===== config.mk =====
export PLATFORM = sky130hd
export DESIGN_NAME = highscore_ctrl
export DESIGN_NICKNAME = d
export VERILOG_FILES = /design/src/rtl/hs_pkg.sv /design/src/rtl/hs_sat_add.sv /design/src/rtl/highscore_ctrl.sv
export SDC_FILE = /design/constraint.sdc
export NUM_CORES = 1
export LEC_CHECK = 0
export BUFFER_PORTS_ARGS = -buffer_cell sky130_fd_sc_hd__buf_2
export CAP_MARGIN = 20
export CORE_ASPECT_RATIO = 0.7
export CORE_MARGIN = 2
export CORE_UTILIZATION = 56
export DETAILED_ROUTE_END_ITERATION = 8
export PLACE_DENSITY = 0.84
export SYNTH_ARGS = -nofsm -noshare
export SYNTH_HDL_FRONTEND = slang
export SYNTH_SLANG_ARGS = --single-unit

===== constraint.sdc =====
create_clock -name clk -period 4.8 [get_ports clk]
set_input_delay 0.96 -clock clk [delete_from_list [all_inputs] [get_ports clk]]
set_output_delay 0.96 -clock clk [all_outputs]
set_load 0.1 [all_outputs]

===== src/rtl/hs_pkg.sv =====
// hs_pkg: shared definitions for the Snake high-score path.
//   - default score width and apple value
//   - game-phase state encoding used by highscore_ctrl
package hs_pkg;

  localparam int unsigned ScoreWDefault   = 13;
  localparam int unsigned ApplePtsDefault = 10;

  typedef enum logic [2:0] {
    StIdle   = 3'd0,
    StRun    = 3'd1,
    StPaused = 3'd2,
    StOver   = 3'd3,
    StCommit = 3'd4,
    StDone   = 3'd5
  } hs_state_e;

endpackage


===== src/rtl/hs_sat_add.sv =====
// hs_sat_add: unsigned W-bit adder that clamps at 2^W-1 instead of wrapping.
// Ports:
//   a, b : addends
//   sum  : min(a + b, 2^W-1)
module hs_sat_add #(
  parameter int unsigned W = 13
) (
  input  logic [W-1:0] a,
  input  logic [W-1:0] b,
  output logic [W-1:0] sum
);

  logic [W:0] full;

  assign full = {1'b0, a} + {1'b0, b};
  assign sum  = full[W] ? {W{1'b1}} : full[W-1:0];

endmodule


===== src/rtl/highscore_ctrl.sv =====
// highscore_ctrl: game-phase sequencer for the Snake high-score path.
// Runs the IDLE/RUN/PAUSED/OVER/COMMIT/DONE state machine, holds the elapsed
// timer outside of active play, accumulates apple points and commits the
// final score into a high-score register at game over.
//
// Build option: define HS_TIME_BONUS_EN to add time_in to the score in OVER.
// Without it time_in is ignored.
//
// Ports:
//   clk        : system clock, rising edge
//   rst        : asynchronous active-low reset
//   start      : pulse, begin a new game (IDLE/DONE only)
//   pause      : pulse, toggle RUN <-> PAUSED
//   collision  : pulse, snake died (RUN/PAUSED -> OVER)
//   apple      : pulse, apple eaten (counted in RUN only)
//   time_in    : elapsed-time count from the timer
//   timer_hold : 1 whenever the game is not actively running
//   playing    : state is RUN
//   game_over  : state is DONE
//   score      : running / committed score
//   high_score : best committed score since reset
//   new_record : last commit strictly beat the previous high score
module highscore_ctrl
  import hs_pkg::*;
#(
  parameter int unsigned SCORE_W   = ScoreWDefault,
  parameter int unsigned APPLE_PTS = ApplePtsDefault
) (
  input  logic               clk,
  input  logic               rst,
  input  logic               start,
  input  logic               pause,
  input  logic               collision,
  input  logic               apple,
  input  logic [SCORE_W-1:0] time_in,
  output logic               timer_hold,
  output logic               playing,
  output logic               game_over,
  output logic [SCORE_W-1:0] score,
  output logic [SCORE_W-1:0] high_score,
  output logic               new_record
);

  localparam logic [SCORE_W-1:0] AppleInc = SCORE_W'(APPLE_PTS);

  hs_state_e          state_q, state_d;
  logic [SCORE_W-1:0] score_q, score_d;
  logic [SCORE_W-1:0] high_q, high_d;
  logic               rec_q, rec_d;
  logic [SCORE_W-1:0] add_b;
  logic [SCORE_W-1:0] add_sum;

  // One shared adder: apple increment while running, time bonus in OVER.
`ifdef HS_TIME_BONUS_EN
  assign add_b = (state_q == StOver) ? time_in : AppleInc;
`else
  logic unused_time_in;
  assign unused_time_in = ^time_in;
  assign add_b          = AppleInc;
`endif

  hs_sat_add #(
    .W (SCORE_W)
  ) u_sat_add (
    .a   (score_q),
    .b   (add_b),
    .sum (add_sum)
  );

  // State register.
  always_ff @(posedge clk or negedge rst) begin
    if (!rst) begin
      state_q <= StIdle;
    end else begin
      state_q <= state_d;
    end
  end

  // Next-state logic. Collision always outranks pause.
  always_comb begin
    state_d = state_q;
    unique case (state_q)
      StIdle: begin
        if (start) state_d = StRun;
      end
      StRun: begin
        if (collision)  state_d = StOver;
        else if (pause) state_d = StPaused;
      end
      StPaused: begin
        if (collision)  state_d = StOver;
        else if (pause) state_d = StRun;
      end
      StOver:   state_d = StCommit;
      StCommit: state_d = StDone;
      StDone: begin
        if (start) state_d = StRun;
      end
      default:  state_d = StIdle;
    endcase
  end

  // Outputs decoded from registered state only.
  always_comb begin
    playing    = (state_q == StRun);
    game_over  = (state_q == StDone);
    timer_hold = (state_q != StRun);
  end

  // Score / high-score datapath next-state.
  always_comb begin
    score_d = score_q;
    high_d  = high_q;
    rec_d   = rec_q;
    unique case (state_q)
      StIdle: score_d = '0;
      StRun: begin
        // Apple is counted even when collision ends the game this cycle.
        if (apple) score_d = add_sum;
      end
      StOver: begin
`ifdef HS_TIME_BONUS_EN
        score_d = add_sum;
`endif
      end
      StCommit: begin
        if (score_q > high_q) begin
          high_d = score_q;
          rec_d  = 1'b1;
        end else begin
          rec_d  = 1'b0;
        end
      end
      StDone: begin
        if (start) begin
          score_d = '0;
          rec_d   = 1'b0;
        end
      end
      default: ;
    endcase
  end

  always_ff @(posedge clk or negedge rst) begin
    if (!rst) begin
      score_q <= '0;
      high_q  <= '0;
      rec_q   <= 1'b0;
    end else begin
      score_q <= score_d;
      high_q  <= high_d;
      rec_q   <= rec_d;
    end
  end

  assign score      = score_q;
  assign high_score = high_q;
  assign new_record = rec_q;

endmodule


* Word level (Yosys, flattened, before mapping)
Cells that the tools add are included.
Word-level totals: bits in registers 30, latch bits 0, RAM bits 0, bits in read-only memories 0, bits of input ports 19, logic and storage cells 38, memories kept 0
Cells by class: $add $sub $neg 1, $mul 0, div/mod/pow operators 0, $lt $le $gt $ge 1, equality and inequality tests 11, shifts and indexed selects 0, multiplexer cells 13, bitwise gates (word level) 0, reductions and logical operators 8
Operators with widths (number):
- $mux 13 | 3
- $pmux 13 s3 | 1
- $mux 3 | 5
- $pmux 3 s5 | 1
- $add 13x4->14 const B | 1
- $gt 13x13->1 | 1
- $eq 3x2->1 const B | 2
- $eq 3x3->1 const B | 2
- $ne 3x3->1 const B | 2
- $reduce_and 3->1 | 2
- $ne 2x2->1 const B | 2
- $reduce_and 2->1 | 2
- $eq 3x1->1 const B | 1
- $logic_not 3->1 | 1
- $ne 3x1->1 const B | 1
- $reduce_bool 3->1 | 1
- $mux 1 | 2
- $ne 2x1->1 const B | 1
- $pmux 1 s2 | 1
- $reduce_bool 2->1 | 1
- $reduce_or 2->1 | 1

* Longest topological paths before layout
Gate-level depths: netlist of run 1.
word-level depth 4, mapped depth 8, depth with buffers taken out 7

* Hierarchy
From an unflattened synthesis of run 1, not the netlist that was laid out.
Unflattened totals: cells, all modules 253, area total of the unflattened synthesis 2264.7 µm²
By module, submodules not included:
- highscore_ctrl | times used 1, cells an instance 161, area each 1592.8 µm², seq. area each 750.7 µm²
- hs_sat_add | times used 1, cells an instance 92, area each 671.9 µm², seq. area each 0.0 µm²

* Worst setup path after synthesis of run 1
No wires, ideal clock.
kind reg2out, start reg state_q[2], end out playing, arrival time 2126 ps, required time 3840 ps, slack 1714 ps, stages on the path, launching flop included 5, cell sequence dfrtp_1 -> buf_2 -> nor2_1 -> nand2_1 -> inv_1
Between the ends: longest elaborated chain between the ends 1
Ends and longest elaborated chain:
- from (decl) | RTL line highscore_ctrl.sv:46 | hs_state_e state_q, state_d;
- from (signal assigned) | RTL line highscore_ctrl.sv:73 | state_q <= StIdle;
- from (signal assigned) | RTL line highscore_ctrl.sv:75 | state_q <= state_d;
- $eq 3x1->1 | RTL line highscore_ctrl.sv:105 | playing = (state_q == StRun);
- to (decl) | RTL line highscore_ctrl.sv:37 | output logic playing,
Every way passes these cells.

* Worst setup path in the final report of run 1
start reg state_q[1], end out playing
Same word-level chain as after synthesis.

==> summary.txt, run 1 <==
Hold Worst Slack = 0.5150 ns
Cts-stage hold buffer count = 0
Worst skew pair latency = 0.28 ns
Leakage = 0.001058 uW
Ys flop type = dfrtp_1
Arr. time, crit path = 1.60 ns
Slowest-stage cell, CP = dfrtp_1
Row Count = 17
Global-route usage over all layers = 22.97%
Final WL = 3935 um
WL/cell = 14.68 um
Main area contributors after synthesis = dfrtp_1 (41%), ha_1 (9.6%), o21ai_0 (5.5%)
Maximum vdd drop = 0.3294 mV
Status = completed
Final Critical Period = 2.557 ns
Worst hold path class = register to register
GRT Residual Overflow = 0
RSZ-0062 raised after global routing = no
Cells after Synth = 195
Setup-failing EPs final = 0
TritonCTS clock tree = built
Type of destination of the critical path = output pin
Max-slew headroom = 51.92%
Syn Area/Cell = 9.349 um2
Routability cong. = 0.9491
Initial antenna violation count = 0
Starting density of the core = 58.30%
Pre-antenna DRT Iters = 5
Fin Clk Skew = 0.002768 ns
Clk buf depth = 2
Via count = 1,553
PD cells = 588.4 nW/um2
Critical path's top delay family = flip-flops
Startpoint Class = register
I/O Buffers = 35
Post-synth EDFFs = 0
Share of the synthesized area in the top cell type = 41.18%
CTS H-Tree Depth = 2
CP Class = register to output pin
Seq cells post-synth = 30
Count of different cell masters after synthesis = 36
Die W = 72.20 um
Worst path max stage delay = 0.48 ns
Synth Cell Area = 1823 um2
Num CTS Buffers = 5
Antenna viol nets, final = 0
First-pass GRT wire length = 6451 um
Fin crit share = 53.27%
FILL cells = 277
Hold Violations, Final = 0
CP Data Required Time = 3.84 ns
IO Count = 49
Worst Path Max Fanout = 12
Post-CTS Resized = 0
Clock-pin slew on the worst setup and hold paths = 0.06 ns
Vias in the first global route = 1,357
Ant. Diodes = 0
Worst-path cell chain = nor2_1, nand2_1, inv_1, buf_2
Setup Fix Bufs, Post-CTS = 0
CORE AREA = 3127 um2
Max Slew Vio Count = 0
Largest net degree at the start of global routing = 31
Layout area overhead = 13.93%
Max Clock Freq = 0.3911 GHz
Via/cell ratio = 5.795
Root buffer cell = clkbuf_8
Leading area contributor after synthesis = dfrtp_1
Fraction of the yosys area taken by sequential cells = 41.18%
Initial DRC count = 115
Clock sink count = 30
Synth Net Count = 228
Max-cap violation count = 0
Die Ht = 51.74 um
Post-synth ARST share = 100.0%
Crit path buf inv count = 2
Final net count = 263
DP HPWL = 2789 um
Syn. warnings = 0
Layout cells sized above 1 = 23.04%
Setup_tns = 0 ns
Least-Margin Pin Slew = 0.7146 ns
Die area = 3735 um2
DRC viols = 0
## placed cells by master (no fill, tap or decap), drive strengths merged, types with 8 or more instances in the layout
cell type,count
a21oi,12
buf,35
dfrtp,30
ha,14
inv,20
mux2,9
nand2,14
nand3,8
nor2,15
o21ai,21
## where the power goes
group	internal (uW)	switching (uW)	total, uW
Clock	99.5	88.7	188
Sequential	294	68.2	362
Combinational	173	499	672
Total	566	656	1220
## per-stage QoR
stage | power, uW | instances | setup WS [ns] | instance area [um2] | utilization [%]
3_3_place_gp | 1013 | 261 | 2.576 | 2001 | 63.99
4_1_cts | 1224 | 268 | 2.239 | 2077 | 66.43
2_1_floorplan | 930.9 | 195 | 1.714 | 1823 | -
5_1_grt | 1293 | 268 | 2.127 | 2077 | 66.43
6_report | 1222 | 268 | 2.243 | 2077 | 66.43
3_5_place_dp | 1030 | 261 | 2.543 | 2001 | 63.99
## worst min-delay path: cells and delay by family, from the launching register on
kind	cells	cell delay [ns]
compound gates	1	0.08
flops	1	0.34
simple gates	1	0.06
## synth_stat cells (2+ instances only)
master / n
inv_1: 20
a21o_1: 3
nor3_1: 3
a31oi_1: 4
nand2_1: 14
a21oi_1: 12
nor2b_1: 4
mux2i_1: 4
a21boi_0: 2
clkbuf_1: 4
nand3_1: 8
nand2b_1: 6
mux2_2: 4
o21ai_0: 20
ha_1: 14
mux2_4: 5
and3_1: 2
dfrtp_1: 30
nor2_1: 15
buf_2: 2
nand4_1: 4
## state kept, by name (all words and copies together), names as in the netlist
name	flops
score	13
new_record	1
state_q	3
high_score	13
## area by class of cell
class | instances | area, um2 | share of cell area [%]
Multi-Input combinational cell | 138 | 952.2 | 45.84
Inverter | 20 | 75.07 | 3.614
Tap cell | 38 | 47.55 | 2.289
Clock buffer | 7 | 76.32 | 3.675
Sequential cell | 30 | 750.7 | 36.14
Timing Repair Buffer | 35 | 175.2 | 8.434
## layer usage
metal  vias to the layer above  share of wire [%]  global-route usage [%]  wire length [um]
met5                         -                  0                       0                 0
met4                         0                1.4                   7.547                55
met3                         8                8.2                   5.620               324
met2                        74                 44                   33.18              1715
met1                       719                 47                   33.62              1839
li1                        752                  -                       -                 -
## final timing paths
| check | start | to | slack, ns | cells past startpoint |
|---|---|---|---|---|
| setup / recovery | state_q[1] | playing | 2.24 | 4 |
| hold / removal | new_record | new_record | 0.52 | 2 |
| setup reg to reg | score[4] | high_score[0] | 2.52 | 6 |
| hold reg to reg | new_record | new_record | 0.52 | 2 |
| max in group asynchronous | rst | high_score[9] | 3.65 | 1 |
| min in group asynchronous | rst | high_score[6] | 0.71 | 1 |
## kinds of logic (layout without fill, tap and decap cells)
group / Yosys count / after routing / synth area share, %
simple gates: 61 / 61 / 16.54
mux: 13 / 13 / 8.785
compound gates: 50 / 50 / 17.30
fa+ha+maj: 14 / 14 / 9.609
flops: 30 / 30 / 41.18
buf+inv: 27 / 62 / 6.589
Note: power is estimated with default switching activity, not from simulation.
==> run 2: changes to the inputs <==
Settings changed: CORE_UTILIZATION 56 to 52, PLACE_DENSITY 0.84 to 0.79.
Clock period 4.8 ns to 2.59 ns, I/O delays scaled along.
==> run 2 against run 1 <==
  * Clock power up 100%
  * Cell count up 5.6%
  * First-iteration DRC count down 44%
  * Combinational power up 90%
  * Non-clock buffer count up 5
  * Via count up 0.64%
  * Critical path depth up 2
  * Critical path type is now register to register
  * Critical endpoint is now high_score[1]
  * Largest power group unchanged
  * Highest routed layer unchanged
==> summary.txt, run 2 (same netlist as run 1, synthesis figures left out) <==
Layout area overhead = 18.19%
Ant. Diodes = 0
CP Data Required Time = 2.75 ns
Tot Pwr = 2328 uW
Max-cap violation count = 0
Startpoint Class = register
PD cells = 1081 nW/um2
CTS H-Tree Depth = 2
TritonCTS clock tree = built
Antenna viol nets, final = 0
Via count = 1,563
Fin Clk Skew = 0.004457 ns
Initial DRC count = 64
Final WL = 4120 um
Least-Margin Pin Slew = 0.6465 ns
Pre-antenna DRT Iters = 4
Cts-stage hold buffer count = 0
Int Pwr = 1101 uW
WL/cell = 14.56 um
Arr. time, crit path = 2.42 ns
Hold Violations, Final = 0
Most common cell after layout, fill and taps aside = buf_2
Gate power share = 54.8%
IO Count = 49
RR Startpoint = score[4]
I/O Buffers = 35
Global-route usage over all layers = 24.31%
Clock sink count = 30
R2R setup slack = 0.33 ns
RSZ-0062 raised after global routing = no
Commonest non-fill, non-tap cells in the layout = buf_2 (35), dfrtp_1 (22), o21ai_0 (20), inv_1 (19), nor2_1 (15)
Starting density of the core = 56.02%
First-pass GRT wire length = 6982 um
Status = completed
Flop pwr share = 28.7%
Routability cong. = 0.8239
Setup-failing EPs final = 0
Clock-pin slew on the worst setup and hold paths = 0.06 ns
DP HPWL = 3038 um
Final net count = 268
R2R cell count = 6
Root buffer cell = clkbuf_8
Largest net degree at the start of global routing = 31
Final Critical Period = 2.261 ns
Clk buf depth = 2
Worst Path Max Fanout = 14
Leakage = 0.001075 uW
Num CTS Buffers = 5
Die Ht = 53.54 um
Worst hold path class = input port to async pin
Type of destination of the critical path = register
Setup Fix Bufs, Post-CTS = 0
Die W = 74.77 um
Row Count = 17
CP Class = register to register
Post-CTS Resized = 0
Clock Power Share = 16.5%
NetSw = 1227 uW
Switching Share = 52.71%
Vias in the first global route = 1,435
Die area = 4003 um2
Fin crit share = 87.30%
GRT Residual Overflow = 0
DRC viols = 0
Max Clock Freq = 0.4423 GHz
Max Slew Vio Count = 0
Crit. Startpoint = score[4]
Worst skew pair latency = 0.28 ns
R2R Path End = high_score[1]
Max-slew headroom = 56.50%
Initial antenna violation count = 0
Layout cells sized above 1 = 29.24%
CORE AREA = 3254 um2
Setup_tns = 0 ns
Maximum vdd drop = 0.7554 mV
Via/cell ratio = 5.523
-- run 2: cell types whose count changed in the layout (fill, tap and decap cells not counted) --
cell and delta:
dfrtp_1 -8, dfrtp_2 +8, buf_4 +5, clkbuf_1 -1, clkbuf_8 +1, clkinv_2 +1
clkinvlp_4 +1, inv_1 -1
-- run 2: metrics by stage --
stage	hold WS, ns	area (um2)	worst slack, ns	std cells	util [%]
after floorplan	0.2224	1837	0.006911	195	-
after global placement	0.5002	2063	0.4075	275	63.40
after global routing	0.3331	2155	0.2446	283	66.21
after detailed placement	0.5080	2063	0.3656	275	63.40
final	0.2609	2155	0.3289	283	66.21
after CTS	0.2854	2155	0.3403	283	66.21
-- run 2: critical path, cell delays in order (launching register included) --
cell	delay (ns)
dfrtp_2	0.47
ha_1	0.34
and3_4	0.20
o21ai_2	0.05
a311oi_1	0.33
o311a_4	0.37
mux2_2	0.37
-- run 2: power by group through the flow --
stage          registers [uW]  clock network, uW  logic, uW
2_1_floorplan            1010                  0        726
3_5_place_dp              673                  0       1270
5_1_grt                   688                421       1370
4_1_cts                   665                397       1280
3_3_place_gp              668                  0       1250
6_report                  667                385       1280
-- run 2: layer usage --
metal	vias up	wire [um]	GRT usage [%]
met3	7	225	5.993
li1	771	-	-
met5	-	0	0
met4	0	57	8.929
met2	48	1718	33.48
met1	737	2118	36.67
-- run 2: layout make-up --
class | count | area [um2]
clock buffer | 7 | 86.33
clock inverter | 1 | 5.005
fill | 279 | 1100
inverter | 20 | 78.83
multi-input combinational | 138 | 952.2
sequential | 30 | 760.7
tap | 47 | 58.81
timing repair buffer | 40 | 212.7
-- run 2: worst max-delay path by stage --
stage,endpoint,slack (ns),cells past startpoint
2_1_floorplan,high_score[3],0.007,7
3_3_place_gp,high_score[1],0.41,6
3_5_place_dp,high_score[1],0.37,6
4_1_cts,high_score[1],0.34,6
5_1_grt,high_score[1],0.24,6
6_report,high_score[1],0.33,6
==> run 3: changes to the inputs <==
Settings changed: CORE_UTILIZATION 52 to 55, PLACE_DENSITY 0.79 to 0.81, SYNTH_HIERARCHICAL set to 1.
==> run 3 against run 2 <==
  * Non-clock buffer count increased by 1
  * Core utilization increased by 0.95 points
  * Sequential cell count unchanged
  * Critical path depth decreased by 2
  * Critical endpoint is now playing
  * Largest cell class unchanged
==> summary.txt, run 3 <==
Status = completed
Final WL = 4800 um
Seq cells post-synth = 30
Post-synth ARST share = 100.0%
Global route hottest layer = met2
Setup_tns = 0 ns
Count of different cell masters after synthesis = 40
Post-synth top cells = inv_1 (33), dfrtp_1 (30), ha_1 (26), o21ai_0 (20), nand3_1 (19)
Max Clock Freq = 0.4290 GHz
IO Count = 49
Num CTS Buffers = 5
WL/cell = 13.48 um
TritonCTS clock tree = built
Layout cells sized above 1 = 22.37%
R2R Path End = score[12]
FILL cells = 345
R2R setup slack = 0.35 ns
Arr. time, crit path = 1.81 ns
RSZ-0062 raised after global routing = no
Share of the synthesized area in the top cell type = 33.15%
CTS H-Tree Depth = 2
Setup-failing EPs final = 0
Startpoint Class = register
Cts-stage hold buffer count = 0
Mux cell area share after synthesis = 5.801%
GRT Residual Overflow = 0
Initial DRC count = 131
Fin cells = 356
Largest net degree at the start of global routing = 31
Simple-gate portion of the synthesized area = 15.58%
Crit. Startpoint = state_q[0]
Antenna viol nets, final = 0
Main area contributors after synthesis = dfrtp_1 (33%), ha_1 (14%), inv_1 (5.5%)
Routability cong. = 0.8780
I/O Buffers = 35
Least-Margin Pin Slew = 0.6535 ns
Cells after Synth = 253
Largest family of logic cells by synthesized area = compound AO/OA/AOI/OAI gates
R2R cell count = 10
Pre-antenna DRT Iters = 4
Most common cell after layout, fill and taps aside = buf_2
Syn. warnings = 6
Ys flop type = dfrtp_1
Row Count = 19
Hold Violations, Final = 0
Worst Path Max Fanout = 9
Final Critical Period = 2.331 ns
Post-CTS Resized = 0
Placed Cells = 348
Commonest non-fill, non-tap cells in the layout = buf_2 (34), inv_1 (33), ha_1 (26), dfrtp_1 (22), o21ai_0 (20)
DP HPWL = 3732 um
Layout area overhead = 17.02%
Die Ht = 57.69 um
Ant. Diodes = 0
Synth Cell Area = 2265 um2
Max-cap violation count = 0
Worst skew pair latency = 0.29 ns
Via count = 1,907
Met3 Resource Use GR = 7.165%
Fraction of the yosys area taken by sequential cells = 33.15%
CP Class = register to output pin
Grt met2 use = 37.74%
Fin Clk Skew = 0.007488 ns
Starting density of the core = 57.39%
Worst hold path class = input port to async pin
Die W = 80.70 um
Via/cell ratio = 5.357
Root buffer cell = clkbuf_8
CP Data Required Time = 2.07 ns
Initial antenna violation count = 0
Setup Fix Bufs, Post-CTS = 0
Global-route usage over all layers = 23.85%
Max Slew Vio Count = 0
Critical path capture point = playing
Adder-cell share of the synthesized area = 15.25%
Syn Area/Cell = 8.951 um2
Clk buf depth = 2
Synth Area in Compound Gates = 18.23%
Post-synth EDFFs = 0
Type of destination of the critical path = output pin
Leading area contributor after synthesis = dfrtp_1
Fin crit share = 90.00%
RR Startpoint = score[1]
CORE AREA = 3946 um2
Max-slew headroom = 56.43%
DRC viols = 0
First-pass GRT wire length = 8411 um
Die area = 4655 um2
Final net count = 349
Synth Area in XOR/XNOR = 3.481%
Vias in the first global route = 1,802
Clock sink count = 30
Grt met1 use = 32.36%
Clock-pin slew on the worst setup and hold paths = 0.07 ns
Top-count cell post-synth = inv_1
==> run 3: layout make-up <==
type	count	area (um2)	area share (%)
repair buffers	41	235.2	8.876
flip-flops and latches	30	760.7	28.71
well taps	52	65.06	2.455
clock buffers	7	86.33	3.258
inverters	33	123.9	4.674
multi-input cells	192	1374	51.84
clock inverters	1	5.005	0.1889
==> run 3: worst min-delay path by stage <==
| stage | end | slack, ns | cells after the start |
|---|---|---|---|
| 5_1_grt | high_score[10] | 0.30 | 1 |
| 4_1_cts | high_score[10] | 0.27 | 1 |
| 2_1_floorplan | high_score[0] | 0.22 | 0 |
| 3_3_place_gp | new_record | 0.49 | 2 |
| 6_report | high_score[10] | 0.25 | 1 |
| 3_5_place_dp | new_record | 0.51 | 2 |
==> run 3: layer usage <==
| layer | up-vias | share of wire (%) |
|---|---|---|
| met1 | 892 | 47 |
| met5 | - | 0 |
| met4 | 0 | 1.3 |
| met2 | 50 | 46 |
| met3 | 9 | 5.6 |
| li1 | 956 | - |
==> run 3: through the flow <==
step | setup WS [ns] | area, um2 | utilization [%] | hold WS [ns]
2_1_floorplan | 0.01491 | 2320 | - | 0.2224
3_3_place_gp | 0.4339 | 2559 | 64.84 | 0.4928
3_5_place_dp | 0.3640 | 2559 | 64.84 | 0.5077
4_1_cts | 0.2675 | 2650 | 67.15 | 0.2720
5_1_grt | 0.1222 | 2650 | 67.15 | 0.3017
6_report | 0.2591 | 2650 | 67.15 | 0.2507
==> run 3: logic make-up (layout without fill, tap and decap cells) <==
logic type                 Yosys count  after routing
other                                2             14
xor gates and xnor gates             9              9
muxes                               13             13
adders and majority gates           27             27
and+or+nand+nor                     69             69
buffers and inverters               43             82
AOI/OAI and AO/OA                   60             60
DFF                                 30             30
==> run 3: worst max-delay path: stages (launching register included) <==
cell     delay [ns]
dfrtp_1        0.49
inv_1          0.13
nor3_1         0.45
buf_4          0.26
buf_12         0.18
Power of run 3 is left out: the tool's default activity adds up to more than one toggle a clock period on the data nets, which glitch-free logic cannot reach.
